File: src/rtl/rev_apb_pkg.sv
// Shared APB initiator definitions: transfer-phase state encodings.
package rev_apb_pkg;

    typedef enum logic [1:0] {
        IDLE   = 2'b00,
        SETUP  = 2'b01,
        ACCESS = 2'b10,
        RESP   = 2'b11
    } apb_state_e;

endpackage

File: src/rtl/rev_apb_master.sv
// Single-outstanding APB initiator: request/response handshake on one side,
// APB SETUP/ACCESS sequencing with optional pready timeout on the other.
module rev_apb_master
    import rev_apb_pkg::*;
#(
    parameter int ADDR_W  = 4,
    parameter int DATA_W  = 32,
    parameter int TIMEOUT = 16
) (
    input  logic                pclk,
    input  logic                prstn,
    input  logic                req_valid,
    output logic                req_ready,
    input  logic [ADDR_W-1:0]   req_addr,
    input  logic                req_write,
    input  logic [DATA_W-1:0]   req_wdata,
    input  logic [DATA_W/8-1:0] req_strb,
    output logic                rsp_valid,
    input  logic                rsp_ready,
    output logic [DATA_W-1:0]   rsp_rdata,
    output logic                rsp_err,
    output logic                rsp_timeout,
    output logic                psel,
    output logic                penable,
    output logic                pwrite,
    output logic [ADDR_W-1:0]   paddr,
    output logic [DATA_W-1:0]   pwdata,
    output logic [DATA_W/8-1:0] pstrb,
    input  logic                pready,
    input  logic                pslverr,
    input  logic [DATA_W-1:0]   prdata
);

    localparam int CNT_W = (TIMEOUT > 0) ? $clog2(TIMEOUT + 1) : 1;
    localparam logic [CNT_W-1:0] CNT_LAST = CNT_W'((TIMEOUT > 0) ? TIMEOUT - 1 : 0);

    apb_state_e       state_q, state_d;
    logic [CNT_W-1:0] cnt_q;
    logic             req_ready_q;
    logic             accept;
    logic             acc_done;
    logic             acc_timeout;

    always_ff @(posedge pclk or negedge prstn) begin
        if (!prstn) state_q <= IDLE;
        else        state_q <= state_d;
    end

    always_comb begin
        state_d     = state_q;
        accept      = 1'b0;
        acc_done    = 1'b0;
        acc_timeout = 1'b0;
        case (state_q)
            IDLE: begin
                if (req_valid && req_ready_q) begin
                    accept  = 1'b1;
                    state_d = SETUP;
                end
            end
            SETUP: state_d = ACCESS;
            ACCESS: begin
                // pready in the final counted cycle still completes normally
                if (pready) begin
                    acc_done = 1'b1;
                    state_d  = RESP;
                end else if ((TIMEOUT != 0) && (cnt_q == CNT_LAST)) begin
                    acc_timeout = 1'b1;
                    state_d     = RESP;
                end
            end
            RESP: begin
                if (rsp_ready) state_d = IDLE;
            end
            default: state_d = IDLE;
        endcase
    end

    always_ff @(posedge pclk or negedge prstn) begin
        if (!prstn) begin
            req_ready_q <= 1'b0;
            pwrite      <= 1'b0;
            paddr       <= '0;
            pwdata      <= '0;
            pstrb       <= '0;
            rsp_rdata   <= '0;
            rsp_err     <= 1'b0;
            rsp_timeout <= 1'b0;
            cnt_q       <= '0;
        end else begin
            req_ready_q <= (state_d == IDLE);
            if (accept) begin
                paddr  <= req_addr;
                pwrite <= req_write;
                pwdata <= req_wdata;
                pstrb  <= req_write ? req_strb : '0;
                cnt_q  <= '0;
            end
            if (state_q == ACCESS && !pready) begin
                cnt_q <= cnt_q + CNT_W'(1);
            end
            if (acc_done) begin
                rsp_rdata   <= pwrite ? '0 : prdata;
                rsp_err     <= pslverr;
                rsp_timeout <= 1'b0;
            end else if (acc_timeout) begin
                rsp_rdata   <= '0;
                rsp_err     <= 1'b1;
                rsp_timeout <= 1'b1;
            end
        end
    end

    assign req_ready = req_ready_q;
    assign psel      = (state_q == SETUP) || (state_q == ACCESS);
    assign penable   = (state_q == ACCESS);
    assign rsp_valid = (state_q == RESP);

endmodule

File: config.mk
export PLATFORM = sky130hd
export DESIGN_NAME = rev_apb_master
export DESIGN_NICKNAME = d
export VERILOG_FILES = /design/src/rtl/rev_apb_pkg.sv /design/src/rtl/rev_apb_master.sv
export SDC_FILE = /design/constraint.sdc
export NUM_CORES = 1
export LEC_CHECK = 0
export ABC_CLOCK_PERIOD_IN_PS = 5200
export CAP_MARGIN = 20
export CELL_PAD_IN_SITES_DETAIL_PLACEMENT = 1
export CELL_PAD_IN_SITES_GLOBAL_PLACEMENT = 1
export CORE_MARGIN = 8
export CORE_UTILIZATION = 33
export CTS_BUF_LIST = sky130_fd_sc_hd__clkbuf_16
export CTS_CLUSTER_SIZE = 10
export DETAILED_ROUTE_END_ITERATION = 10
export PLACE_DENSITY_LB_ADDON = 0.1
export SLEW_MARGIN = 20
export SYNTH_ARGS = -nofsm -noshare
export SYNTH_HDL_FRONTEND = slang
export SYNTH_SLANG_ARGS = --single-unit
File: constraint.sdc
create_clock -name pclk -period 5.2 [get_ports pclk]
set_clock_uncertainty 0.15 [all_clocks]
set_input_delay 1.04 -clock pclk [delete_from_list [all_inputs] [get_ports pclk]]
set_output_delay 1.04 -clock pclk [all_outputs]
set_load 0.03 [all_outputs]
==> summary.md, run 1 <==
| Metric | Value |
|---|---|
| Status | completed |
| Max transition margin | 0.5533 |
| Cts hold-fix bufs | 0 |
| Synth Area in Simple Gates | 0.03714 |
| #FFs+latches synth | 83 |
| Sink Count | 83 |
| PortBufs | 157 |
| Routing usage on met3 | 0.05960 |
| ANT cells | 0 |
| CTS root buffer | clkbuf_16 |
| Overall Global Routing Usage | 0.1500 |
| Final worst-path cycle share | 0.6057 |
| Final setup fails | 0 |
| GP Congestion | 0.7388 |
| Largest area contributor in the netlist | dfrtp_1 |
| Worst min path class | register to register |
| Post-synthesis mux area share | 0.1349 |
| Compound-cell area share of the yosys netlist | 0.1224 |
| Hold_sp | rsp_rdata[6]$_DFFE_PN0P_ |
| Global-route wire length before repair | 15.08 mm |
| Synth area leaders | dfrtp_1 65%, mux2_2 13%, a22o_1 8.8% |
| Total wire length | 9.565 mm |
| Adder-Cell Fraction of Synth Area | 0.02737 |
| CTS tree | yes |
| Post-CTS sizing | 0 |
| Iter 0 DRT Violations | 70 |
| DRC viols | 0 |
| Total Power | 3.743 mW |
| Layout area overhead | 63.76% |
| PD cells | 714.2 mW/mm2 |
| Worst flop-to-flop path startpoint | state_q[0]$_DFF_PN0_ |
| Initial Utilization | 0.3336 |
| H-tree depth | 3 |
| HPWL after DPL | 7.126 mm |
| YS warnings | 0 |
| Worst skew pair latency | 330 ps |
| Worst setup EP type | output port |
| Chip height | 114.5 um |
| Die X | 114.5 um |
| Worst Path Arrival | 1960 ps |
| DRT Pass-1 Iters | 3 |
| Vias post-DR | 2415 |
| Max Cap Viol | 0 |
| Tmin final | 3150 ps |
| Fillers | 998 |
| Share of cells above drive strength 1 | 0.1576 |
| Worst vdd ir | 0.3231 mV |
| Post-synthesis xor/xnor area fraction | 0.002737 |
| Nets | 468 |
| Avg Inst Size Synth | 14.42 um2 |
| CTS clk-pin slew, worst paths | 60 ps |
| M1 GR Usage | 0.1824 |
| Grt ovf | 0 |
| Die footprint | 0.01311 mm2 |
| Detail Route Antenna Nets | 0 |
| Required time of the critical path | 4010 ps |
| Crit Path Category | register to output port |
| Leak | 2.255 nW |
| Fmax achieved | 0.3175 GHz |
| Setup TNS | 0 ps |
| Vias in the first global route | 2684 |
| Max-slew violations | 0 |
| CTS buffer count | 9 |
| Largest family of logic cells by synthesized area | multiplexers |
| GRT met2 Usage | 0.2325 |
| Core Region | 0.009594 mm2 |
| I/O Pins | 158 |
| Initial antenna violation count | 0 |
| Crit-path max FO | 8 |
| Critical path origin | state_q[0]$_DFF_PN0_ |
| Floorplan row count | 36 |
| Max Root-Sink Buffers | 2 |
| Seq/Total Area, Yosys | 0.6489 |
| Worst slew pin tran | 670.1 ps |
| Post-Syn Area | 0.003201 mm2 |
| Unrepaired setup endpoints after global routing | no |
| Grt peak-use layer | met2 |
| Instance count of the mapped netlist | 222 |
| Final hold vios | 0 |
| Via density | 4.644 |
| Synth top area share | 0.6489 |
| Largest net degree at the start of global routing | 53 |
| Synth cell types | 25 |
| Syn_nets | 308 |
| Setup Buffers After CTS | 0 |
| WL per Instance | 18.39 um |
| CP startpoint kind | register |
==> path summary, 6_finish.rpt <==
| kind | endpoint | slack [ps] | cells past startpoint |
|---|---|---|---|
| worst max-delay path | penable | 2050 | 3 |
| worst min-delay path | rsp_rdata[6]$_DFFE_PN0P_ | 350 | 1 |
| worst max register to register | pwdata[18]$_DFFE_PN0P_ | 2980 | 5 |
| worst min register to register | rsp_rdata[6]$_DFFE_PN0P_ | 350 | 1 |
| max in group asynchronous | pwdata[4]$_DFFE_PN0P_ | 3420 | 2 |
| min in group asynchronous | rsp_rdata[6]$_DFFE_PN0P_ | 590 | 1 |
==> area by class of cell <==
type | count | area (um2) | share of cell area
clock buffers | 9 | 225.2 | 0.04297
well taps | 133 | 166.4 | 0.03175
flip-flops and latches | 83 | 2077 | 0.3963
repair buffers | 161 | 1599 | 0.3051
clock inverters | 7 | 107.6 | 0.02053
inverters | 5 | 18.77 | 0.003581
multi-input cells | 122 | 1047 | 0.1998
==> critical path, stage by stage, from the launching register on <==
cell	delay (ps)
dfrtp_1	430
inv_1	120
ha_1	340
clkdlybuf4s50_1	740
==> metrics by stage <==
step                cells  hold slack [ps]  setup slack [ps]  utilization  area [um2]
floorplan             222            315.1              3092            -        3201
global placement      504            315.1              2152       0.5116        4908
detailed placement    504            335.5              2099       0.5116        4908
CTS                   520            358.3              2038       0.5463        5241
global route          520            366.7              1967       0.5463        5241
finish                520            353.9              2050       0.5463        5241
==> power by group <==
part	leakage, nW	internal, mW	switching [mW]
clock	0.168	0.464	0.248
combinational	1.05	0.868	1.03
sequential	1.04	0.963	0.175
==> cells in the final DEF, fill, tap and decap left out, drive strengths merged <==
| cell | count |
|---|---|
| and3 | 1 |
| o21ba | 1 |
| clkdlybuf4s50 | 156 |
| nand3 | 6 |
| a311o | 1 |
| xnor2 | 1 |
| nand2b | 2 |
| clkbuf | 9 |
| nor4bb | 1 |
| a22o | 32 |
| bufinv | 3 |
| o21a | 1 |
| ha | 7 |
| buf | 5 |
| nand2 | 10 |
| a21oi | 5 |
| a31oi | 1 |
| inv | 6 |
| mux2 | 38 |
| dfrtp | 83 |
| clkinv | 3 |
| a21o | 1 |
| o21ai | 9 |
| nor2 | 4 |
| nor3 | 1 |
==> logic make-up after synthesis <==
kind of cell	count (synthesis)
compound gates	51
xor+xnor	1
fa+ha+maj	7
buf+inv	17
flops	83
mux	38
simple gates	25
==> synth_stat cells <==
| master | count |
|---|---|
| dfrtp_1 | 83 |
| mux2_2 | 37 |
| a22o_1 | 32 |
| buf_2 | 11 |
| nand2_1 | 10 |
| ha_1 | 7 |
| nand3_1 | 6 |
| a21oi_1 | 5 |
| inv_1 | 5 |
| o21ai_1 | 5 |
| o21ai_0 | 4 |
| nor2_1 | 3 |
| nand2b_1 | 2 |
| a21o_1 | 1 |
| a311o_1 | 1 |
| a31oi_1 | 1 |
| and3_1 | 1 |
| buf_6 | 1 |
| mux2_4 | 1 |
| nor2_2 | 1 |
| nor3_1 | 1 |
| nor4bb_1 | 1 |
| o21a_1 | 1 |
| o21ba_2 | 1 |
| xnor2_1 | 1 |
==> routing by layer <==
layer  wire length (um)  share of wire  vias up
li1                   -              -     1117
met1               4049           0.42     1192
met2               4552           0.48       98
met3                847          0.089        8
met4                115          0.012        0
met5                  0              0        -
==> registers in the layout, indices dropped and copies added, names as in the netlist <==
signal and flops:
pwdata 32, pstrb 4, pwrite 1, paddr 4
req_ready 1, cnt_q 5, rsp_rdata 32, rsp_err 1
state_q 2, rsp_timeout 1
(Power assumes the default switching activity.)
==> run 2: changes to the inputs <==
Settings changed: ABC_CLOCK_PERIOD_IN_PS 5200 to 3230, CORE_UTILIZATION 33 to 31.
Clock period 5.2 ns to 3.23 ns, I/O delays scaled along.
==> summary.md, run 2 (synthesis gave the netlist of run 1 again) <==
| Metric | Value |
|---|---|
| Dpl cell area | 0.004932 mm2 (+0.48%) |
| Final hold vios | 0 (unchanged) |
| Detail Route Antenna Nets | 0 (unchanged) |
| CTS root buffer | clkbuf_16 |
| ANT cells | 0 (unchanged) |
| Final Cell Area | 0.005209 mm2 (-0.62%) |
| H-tree depth | 3 (unchanged) |
| Total Power | 5.853 mW (+56%) |
| Placed Cells | 508 (+0.79%) |
| HPWL after DPL | 7.150 mm (+0.34%) |
| Final setup fails | 0 (unchanged) |
| Cts hold-fix bufs | 0 (unchanged) |
| Iter 0 DRT Violations | 89 (+27%) |
| Commonest non-fill, non-tap cell in the layout | clkdlybuf4s50_1 |
| Global-route wire length before repair | 15.59 mm (+3.3%) |
| Chip height | 117.6 um (+2.7%) |
| Initial antenna violation count | 0 (unchanged) |
| Vias post-DR | 2441 (+1.1%) |
| Crit-path max FO | 8 (unchanged) |
| CTS buffer count | 9 (unchanged) |
| Required time of the critical path | 2430 ps (-1580 ps) |
| Worst min path class | input pin to asynchronous set/reset pin |
| Dpl ws | 871.9 ps (-1227 ps) |
| Core Region | 0.01018 mm2 (+6.2%) |
| DRT Pass-1 Iters | 4 (+1) |
| Net switching fraction of the power | 0.3946 (+0.007887) |
| Fmax achieved | 0.3676 GHz |
| Final worst-path cycle share | 0.8421 |
| Largest net degree at the start of global routing | 46 (-13%) |
| Comb power frac | 0.524 (+0.018) |
| FF+latch area | 0.002077 mm2 (unchanged) |
| Non-filler cells in the finished layout | 523 (+0.58%) |
| Die footprint | 0.01383 mm2 (+5.5%) |
| Worst skew pair latency | 330 ps (about the same) |
| Unrepaired setup endpoints after global routing | no |
| Overall Global Routing Usage | 0.1415 (-0.008424) |
| Layout area overhead | 62.74% |
| DRC viols | 0 (unchanged) |
| Floorplan row count | 37 (+2.8%) |
| Sink Count | 83 (unchanged) |
| Total wire length | 9.584 mm (+0.20%) |
| Max Root-Sink Buffers | 2 (unchanged) |
| Post-CTS sizing | 0 (unchanged) |
| Clock share of power | 0.164 (-0.026) |
| I/O Pins | 158 (unchanged) |
| Post-layout util | 0.5114 (-0.03487) |
| Initial Utilization | 0.3143 (-0.01934) |
| Max-slew violations | 0 (unchanged) |
| WL per Instance | 18.33 um (-0.38%) |
| CTS tree | yes |
| Worst vdd ir | 0.3816 mV (+18%) |
| Setup Buffers After CTS | 0 (unchanged) |
| Worst slew pin tran | 554.9 ps (-115.2 ps) |
| P_int | 3.543 mW (+54%) |
| Die X | 117.6 um (+2.7%) |
| Share of cells above drive strength 1 | 0.1550 (-0.002584) |
| Max Cap Viol | 0 (unchanged) |
| Crit Path Category | register to output port |
| Worst Hold Margin | 151.9 ps (-202.0 ps) |
| Multi-input gate area | 0.001047 mm2 (unchanged) |
| CTS clk-pin slew, worst paths | 60 ps (about the same) |
| Fillers | 1065 (+6.7%) |
| Max transition margin | 0.6301 (+0.07682) |
| Via density | 4.667 (+0.50%) |
| Grt ovf | 0 (unchanged) |
| Status | completed |
| Final WS setup | 509.9 ps (-1540 ps) |
| CP startpoint kind | register |
| Worst Path Arrival | 1920 ps (-40 ps) |
| Vias in the first global route | 2796 (+4.2%) |
| Leak | 2.246 nW (-0.38%) |
| Setup TNS | 0 ps (unchanged) |
| PD cells | 1124 mW/mm2 (+57%) |
| Highest-count cells in the layout ignoring fill and taps | 156 x clkdlybuf4s50_1, 83 x dfrtp_1, 37 x mux2_2 |
| Largest regs | pwdata: 32 flops, rsp_rdata: 32 flops, cnt_q: 5 flops |
| Sw power | 2.310 mW (+60%) |
| Nets | 469 (+0.21%) |
| Worst setup EP type | output port |
| Reg power frac | 0.312 (+0.008) |
| Tmin final | 2720 ps |
| PortBufs | 157 (unchanged) |
| GP Congestion | 0.7548 (+2.2%) |
-- run 2: power by group through the flow --
stage	clock, mW	combinational, mW	sequential, mW
3_3_place_gp	0	3.08	1.81
4_1_cts	0.998	3.12	1.83
5_1_grt	1.03	3.23	1.90
3_5_place_dp	0	3.11	1.85
2_1_floorplan	0	0.777	2.79
6_report	0.962	3.06	1.83
-- run 2: final cells by class --
cell class              count  share of cell area
multi-input cells         122              0.2011
well taps                 136             0.03267
clock buffers               9             0.04324
repair buffers            162              0.3108
inverters                   5            0.003603
clock inverters             6            0.009849
flip-flops and latches     83              0.3988
-- run 2: worst paths after layout --
kind	cells past startpoint	slack, ps	startpoint	to
max	3	510	state_q[0]$_DFF_PN0_	penable
min	1	150	prstn	rsp_err$_DFFE_PN0P_
max in group asynchronous	2	2020	prstn	rsp_rdata[0]$_DFFE_PN0P_
max reg2reg	7	1260	cnt_q[0]$_DFFE_PN0P_	state_q[0]$_DFF_PN0_
min in group pclk	2	340	pstrb[0]$_DFFE_PN0P_	pstrb[0]$_DFFE_PN0P_
min reg2reg	2	340	pstrb[0]$_DFFE_PN0P_	pstrb[0]$_DFFE_PN0P_
-- run 2: worst max-delay path, stage by stage, from the launching register on --
cell	delay, ps
dfrtp_1	420
inv_1	130
ha_1	320
clkdlybuf4s50_1	730
-- run 2: metal layers --
metal | track usage | routed length (um) | vias up
met5 | 0 | 0 | -
met4 | 0.05204 | 129 | 0
met3 | 0.06427 | 854 | 9
met2 | 0.2154 | 4409 | 100
met1 | 0.1725 | 4191 | 1216
li1 | - | - | 1116
